**src/rtl/fifo_wr_arbiter_if.sv**
```systemverilog
// Requester/FIFO-write handshake bundle for fifo_wr_arbiter.
// master = requesters plus FIFO side; slave = the arbiter.
interface fifo_wr_arbiter_if #(
  parameter int unsigned N = 4,
  parameter int unsigned W = 4
);
  logic [N-1:0]   req;
  logic [N*W-1:0] req_data;
  logic [N-1:0]   gnt;
  logic           fifo_wr_en;
  logic [W-1:0]   fifo_data_in;
  logic           fifo_rd_en;
  logic           fifo_full;
  logic           fifo_empty;

  modport master (
    output req, req_data, fifo_rd_en, fifo_full, fifo_empty,
    input  gnt, fifo_wr_en, fifo_data_in
  );

  modport slave (
    input  req, req_data, fifo_rd_en, fifo_full, fifo_empty,
    output gnt, fifo_wr_en, fifo_data_in
  );
endinterface

```
**src/rtl/fifo_wr_arbiter.sv**
```systemverilog
// Round-robin write arbiter in front of a shared FIFO, with occupancy tracking and flag check.
// Optional per-requester grant counters when FIFO_ARB_STATS_EN is defined.
module fifo_wr_arbiter #(
  parameter int unsigned N = 4,
  parameter int unsigned W = 4,
  parameter int unsigned D = 4
) (
  input  logic                clk,
  input  logic                rst,
  fifo_wr_arbiter_if.slave    bus,
  output logic [D:0]          count,
  output logic                err,
  output logic [N*8-1:0]      grant_cnt
);

  localparam int unsigned PtrW = $clog2(N);
  localparam logic [D:0] FullCnt = {1'b1, {D{1'b0}}};

  logic [PtrW-1:0] ptr_q;
  logic [D:0]      count_q;
  logic            err_q;

  logic            space;
  logic            found;
  logic            grant;
  logic            rd;
  logic [PtrW-1:0] win;
  int unsigned     scan_idx;

  assign space = (count_q != FullCnt) && !bus.fifo_full;
  assign grant = !rst && space && found;
  assign rd    = bus.fifo_rd_en && (count_q != '0);

  // First requesting index at or after ptr_q, wrapping modulo N.
  always_comb begin
    found    = 1'b0;
    win      = '0;
    scan_idx = 0;
    for (int unsigned k = 0; k < N; k++) begin
      scan_idx = (32'(ptr_q) + k) % N;
      if (!found && bus.req[scan_idx]) begin
        found = 1'b1;
        win   = PtrW'(scan_idx);
      end
    end
  end

  always_comb begin
    bus.gnt          = '0;
    bus.fifo_data_in = '0;
    if (grant) begin
      bus.gnt[win]     = 1'b1;
      bus.fifo_data_in = bus.req_data[32'(win)*W +: W];
    end
  end

  assign bus.fifo_wr_en = grant;

  always_ff @(posedge clk) begin
    if (rst) begin
      ptr_q   <= '0;
      count_q <= '0;
      err_q   <= 1'b0;
    end else begin
      if (grant) begin
        ptr_q <= (win == PtrW'(N - 1)) ? '0 : win + 1'b1;
      end
      unique case ({grant, rd})
        2'b10:   count_q <= count_q + 1'b1;
        2'b01:   count_q <= count_q - 1'b1;
        default: count_q <= count_q;
      endcase
      // Flags reflect occupancy after the previous edge, i.e. count_q now.
      if (((count_q == '0) != bus.fifo_empty) || ((count_q == FullCnt) != bus.fifo_full)) begin
        err_q <= 1'b1;
      end
    end
  end

  assign count = count_q;
  assign err   = err_q;

`ifdef FIFO_ARB_STATS_EN
  logic [N*8-1:0] grant_cnt_q;

  always_ff @(posedge clk) begin
    if (rst) begin
      grant_cnt_q <= '0;
    end else begin
      for (int unsigned i = 0; i < N; i++) begin
        if (bus.gnt[i] && (grant_cnt_q[i*8 +: 8] != 8'hFF)) begin
          grant_cnt_q[i*8 +: 8] <= grant_cnt_q[i*8 +: 8] + 8'd1;
        end
      end
    end
  end

  assign grant_cnt = grant_cnt_q;
`else
  assign grant_cnt = '0;
`endif

endmodule
```
**src/flat_wrapper.sv**
```systemverilog
// flat-port wrapper written by rule: the top's interface ports become plain ports
module fifo_wr_arbiter_flat 
#(
  parameter int unsigned N = 4,
  parameter int unsigned W = 4,
  parameter int unsigned D = 4
)
  (clk, rst, count, err, grant_cnt, bus_req, bus_req_data, bus_fifo_rd_en, bus_fifo_full, bus_fifo_empty, bus_gnt, bus_fifo_wr_en, bus_fifo_data_in);
  fifo_wr_arbiter_if #(.N(N), .W(W)) bus_i ();
  input  logic clk;
  input  logic rst;
  output logic [D:0] count;
  output logic err;
  output logic [N*8-1:0] grant_cnt;
  input wire logic [$bits(bus_i.req)-1:0] bus_req;
  input wire logic [$bits(bus_i.req_data)-1:0] bus_req_data;
  input wire logic [$bits(bus_i.fifo_rd_en)-1:0] bus_fifo_rd_en;
  input wire logic [$bits(bus_i.fifo_full)-1:0] bus_fifo_full;
  input wire logic [$bits(bus_i.fifo_empty)-1:0] bus_fifo_empty;
  output wire logic [$bits(bus_i.gnt)-1:0] bus_gnt;
  output wire logic [$bits(bus_i.fifo_wr_en)-1:0] bus_fifo_wr_en;
  output wire logic [$bits(bus_i.fifo_data_in)-1:0] bus_fifo_data_in;
  assign bus_i.req = bus_req;
  assign bus_i.req_data = bus_req_data;
  assign bus_i.fifo_rd_en = bus_fifo_rd_en;
  assign bus_i.fifo_full = bus_fifo_full;
  assign bus_i.fifo_empty = bus_fifo_empty;
  assign bus_gnt = bus_i.gnt;
  assign bus_fifo_wr_en = bus_i.fifo_wr_en;
  assign bus_fifo_data_in = bus_i.fifo_data_in;
  fifo_wr_arbiter #(.N(N), .W(W), .D(D)) u_core (.clk(clk), .rst(rst), .bus(bus_i), .count(count), .err(err), .grant_cnt(grant_cnt));
endmodule
```
**config.mk**
```make
export PLATFORM = sky130hd
export DESIGN_NAME = fifo_wr_arbiter_flat
export DESIGN_NICKNAME = d
export VERILOG_FILES = /design/src/rtl/fifo_wr_arbiter_if.sv /design/src/rtl/fifo_wr_arbiter.sv /design/src/flat_wrapper.sv
export SDC_FILE = /design/constraint.sdc
export NUM_CORES = 1
export LEC_CHECK = 0
export BUFFER_PORTS_ARGS = -buffer_cell sky130_fd_sc_hd__buf_4
export CAP_MARGIN = 20
export CORE_MARGIN = 2
export CORE_UTILIZATION = 46
export CTS_CLUSTER_DIAMETER = 60
export DETAILED_ROUTE_END_ITERATION = 10
export PLACE_DENSITY_LB_ADDON = 0.08
export REMOVE_ABC_BUFFERS = 1
export SKIP_CTS_REPAIR_TIMING = 1
export SYNTH_ARGS = -nofsm -noshare
export SYNTH_HDL_FRONTEND = slang
export SYNTH_SLANG_ARGS = --single-unit
```
**constraint.sdc**
```tcl
create_clock -name clk -period 5.3 [get_ports clk]
set_input_delay 1.06 -clock clk [delete_from_list [all_inputs] [get_ports clk]]
set_output_delay 1.06 -clock clk [all_outputs]
set_load 0.03 [all_outputs]
```
# After elaboration in Yosys (flattened, before gate mapping)
# Index checks and enable logic that the tools add are counted.
# totals
regBits,8
latch_bits,0
ramBits,0
rom_bits,0
input_bits,25
out_inout_bits,47
word_cells,62
mem_count,0
# classes
addsub,6
mul,0
div_mod_pow,0
order_cmp,6
n_eq_ne,7
shift,1
mux,22
bitwise,0
reduce_logical,17
# ops
operator,n
indexed part select 16 x 5 -> 4 bit,1
less-than comparator 2 x 3 -> 1 bit (second input constant),5
2-to-1 mux 2 bit,5
case mux 5 bit (2 select lines),1
2-to-1 mux 1 bit,9
binary-select mux 1 bit (select 2 bit),4
logical AND 1 bit,8
2-to-1 mux 4 bit,2
adder 5 x 1 -> 5 bit (second input constant),1
== test 5 bit (second input constant),1
zero test 1 bit,5
zero test 5 bit,1
!= test 5 bit (second input constant),1
nonzero test 5 bit,1
subtractor 5 x 1 -> 5 bit (second input constant),1
adder 2 x 1 -> 2 bit (second input constant),2
adder 2 bit (second input constant),2
== test 2 bit (second input constant),2
demux 1 bit (select 2 bit),1
== test 2 x 1 -> 1 bit (second input constant),1
>= comparator 2 x 1 -> 1 bit (second input constant),1
!= test 1 bit,2
nonzero test 2 bit,1
logical OR 1 bit,1

# Longest topological paths before layout
# Gate-level depths: netlist (run 1).
# logic_depth
depth_word,17
ltp_mapped,15
mapped_depth_nobuf,13

# Least setup slack after synthesis (run 1)
# No wires, ideal clock.
# synth_path
path_type,input -> output
from,in bus_req[2]
to,out bus_fifo_data_in[0]
arrival_time_ps,2630
required_ps,4240
setup_slack_ps,1610
stages,6
n_path_buf,0
path_cell_list,mux2i_1 o22ai_4 nor2_4 clkinv_4 mux2i_1 a211oi_1
# synth_via
elab_chain_len,14
elab_cells_between_ends,25
classes_between,1 x shift; 17 x mux; 7 x reduce/logical
# synth_rtl
element,line,source
"start, declared",flat_wrapper.sv:15,input wire logic [$bits(bus_i.req)-1:0] bus_req;
binary-select mux 1 bit (select 2 bit),fifo_wr_arbiter.sv:41,if (!found && bus.req[scan_idx]) begin
2-to-1 mux 1 bit (implied by the code),fifo_wr_arbiter.sv:41,
2-to-1 mux 1 bit,fifo_wr_arbiter.sv:41,
zero test 1 bit,fifo_wr_arbiter.sv:41,
logical AND 1 bit,fifo_wr_arbiter.sv:41,
2-to-1 mux 1 bit,fifo_wr_arbiter.sv:41,
zero test 1 bit,fifo_wr_arbiter.sv:41,
logical AND 1 bit,fifo_wr_arbiter.sv:41,
2-to-1 mux 1 bit,fifo_wr_arbiter.sv:41,
zero test 1 bit,fifo_wr_arbiter.sv:41,
logical AND 1 bit,fifo_wr_arbiter.sv:41,
2-to-1 mux 2 bit or 2-to-1 mux 1 bit (tied branches),fifo_wr_arbiter.sv:41,
indexed part select 16 x 5 -> 4 bit or logical AND 1 bit (tied branches),"fifo_wr_arbiter.sv:53, fifo_wr_arbiter.sv:31",
2-to-1 mux 4 bit (*),fifo_wr_arbiter.sv:51,if (grant) begin
"end, declared",flat_wrapper.sv:22,output wire logic [$bits(bus_i.fifo_data_in)-1:0] bus_fifo_data_in;
# Every way passes the cells marked *; elsewhere a longest branch is shown, timed or not. The select of a mux whose other input is x is not followed.

# Final worst setup path (run 1)
# Same ends and word-level chain as after synthesis.

==> results of run 1 <==
==> logic make-up after synthesis <==
kind of cell             count (synthesis)
adder cells (fa/ha/maj)                  9
buffers and inverters                   42
multiplexers                             6
XOR/XNOR                                 4
AND/OR/NAND/NOR                         39
AO/OA/AOI/OAI                           33
flip-flops                               8
other                                    1
==> area by class of cell <==
type | instances | area [um^2] | share of cell area [%]
tap | 30 | 37.5 | 2.78
inverter | 6 | 27.5 | 2.04
multi-input combinational | 123 | 808 | 59.9
timing repair buffer | 39 | 293 | 21.7
sequential | 8 | 160 | 11.9
clock buffer | 3 | 22.5 | 1.67
==> worst register-to-register path: stages (launching register included) <==
cell and delay (ns):
dfxtp_1 0.38, nor4_1 0.43, nand2_1 0.10, ha_1 0.22, o41ai_4 0.08, or2_2 0.26
ha_1 0.31, xor2_1 0.11, ha_1 0.21, a21o_1 0.18, or2_1 0.21, a21oi_1 0.17
xnor2_1 0.14, nor2_1 0.05
==> registers in the layout (all words and copies together), names as in the netlist <==
name	count
u_core.count	5
u_core.ptr_q	2
u_core.err	1
==> stage by stage <==
stage	setup slack, ns	area [um^2]
after floorplan	1.61	996
after global placement	1.77	1330
after detailed placement	1.69	1330
after CTS	1.69	1350
after global routing	1.60	1350
final	1.71	1350
==> cell usage in the layout (no fill, tap or decap), types with 2 or more instances in the layout <==
master	instances
xor2_1	2
conb_1	32
nor2b_1	3
nor3_1	3
clkbuf_4	3
a211oi_1	9
o21ai_0	2
nor2_1	9
mux2i_1	6
ha_1	9
xnor2_1	2
nand3_1	2
o21a_1	5
buf_4	39
dfxtp_1	8
and2_1	4
nand2_1	6
inv_1	5
a21oi_1	7
nand2b_1	4
==> synth_stat cells <==
cell	instances
nor2_1	9
o21ai_0	2
mux2i_1	6
a21oi_1	7
o21a_1	5
o211ai_1	1
xnor2_1	2
ha_1	9
nor3_1	3
buf_4	32
a21oi_2	1
or4_1	1
nand3_1	2
nand2_1	6
nand4b_1	1
and2_1	4
xor2_1	2
nand2b_1	4
o211a_1	1
a211oi_1	9
nor3b_1	1
nor2b_1	3
nor4_1	1
clkbuf_1	3
clkinv_4	1
a31o_2	1
or2_2	1
or2_1	1
o22ai_4	1
nor2_4	1
a21o_1	1
a22o_1	1
o22ai_2	1
dfxtp_1	8
o41ai_4	1
nand3b_1	1
a22oi_1	1
inv_1	5
buf_2	1
conb_1	1
==> layer usage <==
metal	wire (um)	GRT usage (%)	up-vias	share of wire, %
met4	19	5.13	0	0.83
li1	-	-	507	-
met1	973	21.1	433	43
met3	148	1.67	4	6.5
met5	0	0	-	0
met2	1140	29.3	41	50
==> report_power, final <==
part | leakage [uW] | switching [uW] | internal (uW)
clock | 0.0000138 | 21.5 | 26.0
sequential | 0.0000658 | 33.4 | 82.3
combinational | 0.000605 | 235 | 162
==> worst paths after layout <==
path,start,endpoint,slack [ns],depth (start not counted)
setup / recovery,bus_req[2],bus_fifo_data_in[0],1.71,8
hold / removal,u_core.err,u_core.err,0.50,2
setup reg to reg,u_core.count[2],u_core.count[2],2.36,13
hold reg to reg,u_core.err,u_core.err,0.50,2
==> impl_results.md, run 1 <==
- Status: completed
- Worst Setup Start Kind: input pin
- CP Class: input pin to output pin
- Fin util: 56.0%
- Fmax: 278 MHz
- Synth Area in Simple Gates: 18.6%
- I/O pin total: 72
- Leak pwr: 0.000684 uW
- Max clock buf depth: 2
- GRT Util Overall: 16.6%
- WL per Instance: 10.9 um
- CTS tree: yes
- Later-pin clock latency in the skew report: 0.25 ns
- Die ar.: 2880 um^2
- Synth top area share: 21.1%
- Ant. Diodes: 0
- Global route overflow: 0
- RSZ-0062 raised after global routing: no
- Clock sinks: 8
- Compound-Gate Fraction of Synth Area: 23.7%
- Initial Utilization: 47.1%
- GP Congestion: 0.829
- Largest net degree at the start of global routing: 14
- Number of distinct library cells after synthesis: 40
- H-tree depth: 1
- Max-cap violations: 0
- Pwr Total: 560 uW
- Drt total wl: 2.29 mm
- Mapped Area: 1140 um^2
- Layout Nets: 215
- Syn Inst Count: 142
- Dpl cells: 206
- Clock Tree Root: clkbuf_4
- Mux cell area share after synthesis: 5.29%
- CP arrival: 2.53 ns
- Buf/Inv on CP: 3
- Worst-path fanout max: 7
- Row count: 18
- Fin crit share: 67.8%
- Slowest stage delay, CP: 0.27 ns
- Port bufs: 39
- Share of layout cells above drive strength 1: 27.9%
- TritonCTS buffer count: 3
- Setup crit end kind: output pin
- DR vias: 985
- Syn avg cell area: 8.00 um^2
- Family with the most delay on the worst path: buffers and inverters
- Initial DRT Pass Iterations: 4
- Die width: 53.7 um
- Crit path required time: 4.24 ns
- First-pass GRT wire length: 3.62 mm
- Number of global-route vias before repair: 814
- Hold Crit Class: register to register
- Final Setup Violations: 0
- Max-slew violations: 0
- Routed Antenna Nets: 0
- # DRC: 0
- Count of final hold-check violations: 0
- Vias per Instance: 4.71
- Fill count: 219
- Number of synthesized register bits: 8
- Largest family of logic cells by synthesized area: buffers and inverters
- CP Cell Sequence: buf_4 -> mux2i_1 -> o22ai_4 -> nor2_4 -> clkinv_4 -> mux2i_1 -> a211oi_1 -> buf_4
- Area Overhead vs Synth: 18.7%
- Slowest-stage cell, CP: mux2i_1
- Synth top area cells: buf_4 21%, dfxtp_1 14%, ha_1 9.9%
- Synth Area in XOR/XNOR: 3.08%
- Fin Hold WS: 0.503 ns
- P per Cell Area: 415 nW/um^2
- Sum Neg Setup Slack: 0 ns
- Initial antenna violation count: 0
- Die H: 53.7 um
- Post-Synth Adder-Cell Area: 9.91%
- Starting DRT DRC Count: 11
- Hpwl dp: 1.86 mm
- Final Skew: 0.000864 ns
- Post-synth top area cell: buf_4
- Worst-path clk slew: 0.06 ns
- Seq/Total Area, Yosys: 14.1%
- YS warnings: 0
- Core area: 2410 um^2
- Final Critical Period: 3.59 ns
- Non-Filler Instances: 209
- Peak VDD IR: 0.286 mV
Note: power is estimated with default switching activity, not from simulation.
==> run 2: changes to the inputs <==
--- a/config.mk
+++ b/config.mk
@@ -8,7 +8,7 @@
 export BUFFER_PORTS_ARGS = -buffer_cell sky130_fd_sc_hd__buf_4
 export CAP_MARGIN = 20
 export CORE_MARGIN = 2
-export CORE_UTILIZATION = 46
+export CORE_UTILIZATION = 39
 export CTS_CLUSTER_DIAMETER = 60
 export DETAILED_ROUTE_END_ITERATION = 10
 export PLACE_DENSITY_LB_ADDON = 0.08
==> constraint.sdc (replaced) <==
create_clock -name clk -period 3.3 [get_ports clk]
set_input_delay 0.66 -clock clk [delete_from_list [all_inputs] [get_ports clk]]
set_output_delay 0.66 -clock clk [all_outputs]
set_load 0.03 [all_outputs]
==> run 2 against run 1 <==
  * Core utilization shrank 7.0 points
  * Final cell count grew 0.48%
  * Critical path depth grew 5
  * Combinational power grew 60%
  * Routed wire length grew 2.6%
  * Global-route usage shrank 2.5 points
  * Sequential power grew 63%
  * Critical endpoint is now u_core.count[2]
  * Largest cell class unchanged
==> impl_results.md, run 2 (synthesized netlist as in run 1, its figures left out) <==
- Number of global-route vias before repair: 914
- Final Skew: 0.00605 ns
- Clock sinks: 8
- Die H: 58.0 um
- Layout Nets: 215
- Worst Setup Start Kind: register
- Global route overflow: 0
- CP Class: register to register
- Leading cell type in the layout, fill and taps excluded: buf_4
- CP Cell Sequence: nor4_1 -> nand2_1 -> ha_1 -> o41ai_4 -> or2_2 -> ha_1 -> xor2_1 -> ha_1 -> a21o_1 -> or2_1 -> a21oi_1 -> xnor2_1 -> nor2_1
- Final instance area: 1350 um^2
- Die ar.: 3360 um^2
- DR vias: 1011
- Die width: 58.0 um
- Core area: 2760 um^2
- Hpwl dp: 1.92 mm
- Worst-path fanout max: 7
- Fmax: 345 MHz
- Largest net degree at the start of global routing: 14
- Starting DRT DRC Count: 33
- Post-Place Cell Area: 1330 um^2
- Setup crit end kind: register
- Slowest stage delay, CP: 0.38 ns
- Initial Utilization: 41.2%
- P per Cell Area: 668 nW/um^2
- Buf/Inv on CP: 0
- Initial DRT Pass Iterations: 4
- Final WS setup: 0.406 ns
- Most frequent cells in the layout: 39 x buf_4, 32 x conb_1, 9 x a211oi_1, 9 x nor2_1, 9 x ha_1
- CP dominant cell by count: ha_1
- # DRC: 0
- H-tree depth: 1
- Routed Antenna Nets: 0
- Hold Crit Class: register to register
- Peak VDD IR: 0.475 mV
- Final Critical Period: 2.89 ns
- Count of final hold-check violations: 0
- Family with the most delay on the worst path: simple AND/OR/NAND/NOR gates
- First-pass GRT wire length: 3.79 mm
- TritonCTS buffer count: 3
- I/O pin total: 72
- Non-Filler Instances: 210
- Max-cap violations: 0
- Crit path required time: 3.45 ns
- Row count: 19
- Final Setup Violations: 0
- CTS tree: yes
- Pre-CTS WS: 0.280 ns
- Fin Hold WS: 0.502 ns
- Sum Neg Setup Slack: 0 ns
- Slowest-stage cell, CP: dfxtp_1
- Ant. Diodes: 0
- Share of layout cells above drive strength 1: 27.9%
- Area Overhead vs Synth: 18.8%
- Worst-path clk slew: 0.06 ns
- Drt total wl: 2.34 mm
- Later-pin clock latency in the skew report: 0.25 ns
- RSZ-0062 raised after global routing: no
- CP arrival: 3.04 ns
- Initial antenna violation count: 0
- Max clock buf depth: 2
- Status: completed
- Max reg flops: 5
- GP Congestion: 0.892
- WL per Instance: 11.2 um
- Leak pwr: 0.000684 uW
- Max-slew violations: 0
- GRT Util Overall: 14.2%
- Dpl cells: 207
- Port bufs: 39
- Clock Tree Root: clkbuf_4
- Fin crit share: 87.7%
- Vias per Instance: 4.81
==> run 2: cell counts in the layout (fill, tap and decap cells not counted) <==
No cell type changed its count.
==> run 2: metal layers <==
metal  global-route usage [%]  vias to the layer above  routed length [um]
li1                         -                      508                   -
met1                     15.0                      454                 867
met2                     27.4                       45                1270
met3                     3.35                        4                 184
met4                     3.99                        0                  25
met5                        0                        -                   0
==> run 2: tightest hold or removal path: stages (launching register included) <==
cell and delay (ns):
dfxtp_1 0.32, nor2_1 0.05, a21oi_1 0.10
==> run 2: where the power goes <==
| part | switching (uW) | internal (uW) | leakage (uW) |
|---|---|---|---|
| Sequential | 57.1 | 132 | 0.0000658 |
| Combinational | 378 | 259 | 0.000605 |
| Clock | 33.2 | 41.6 | 0.0000138 |
==> run 2: area by class of cell <==
| type | instances | area, um^2 |
|---|---|---|
| tap | 31 | 38.8 |
| multi-input combinational | 123 | 808 |
| timing repair buffer | 39 | 293 |
| clock buffer | 3 | 22.5 |
| fill | 281 | 1410 |
| sequential | 8 | 160 |
| inverter | 6 | 27.5 |
==> run 2: final timing paths <==
check,from,to,slack (ns),depth (start not counted)
max,u_core.count[2],u_core.count[2],0.41,13
min,u_core.err,u_core.err,0.50,2
max reg2reg,u_core.count[2],u_core.count[2],0.41,13
min reg2reg,u_core.err,u_core.err,0.50,2
==> run 2: metrics by stage <==
step,utilization (%),power [uW]
after floorplan,-,659
after global placement,48.1,820
after detailed placement,48.1,827
after CTS,49.0,909
after global routing,49.0,995
final,49.0,901
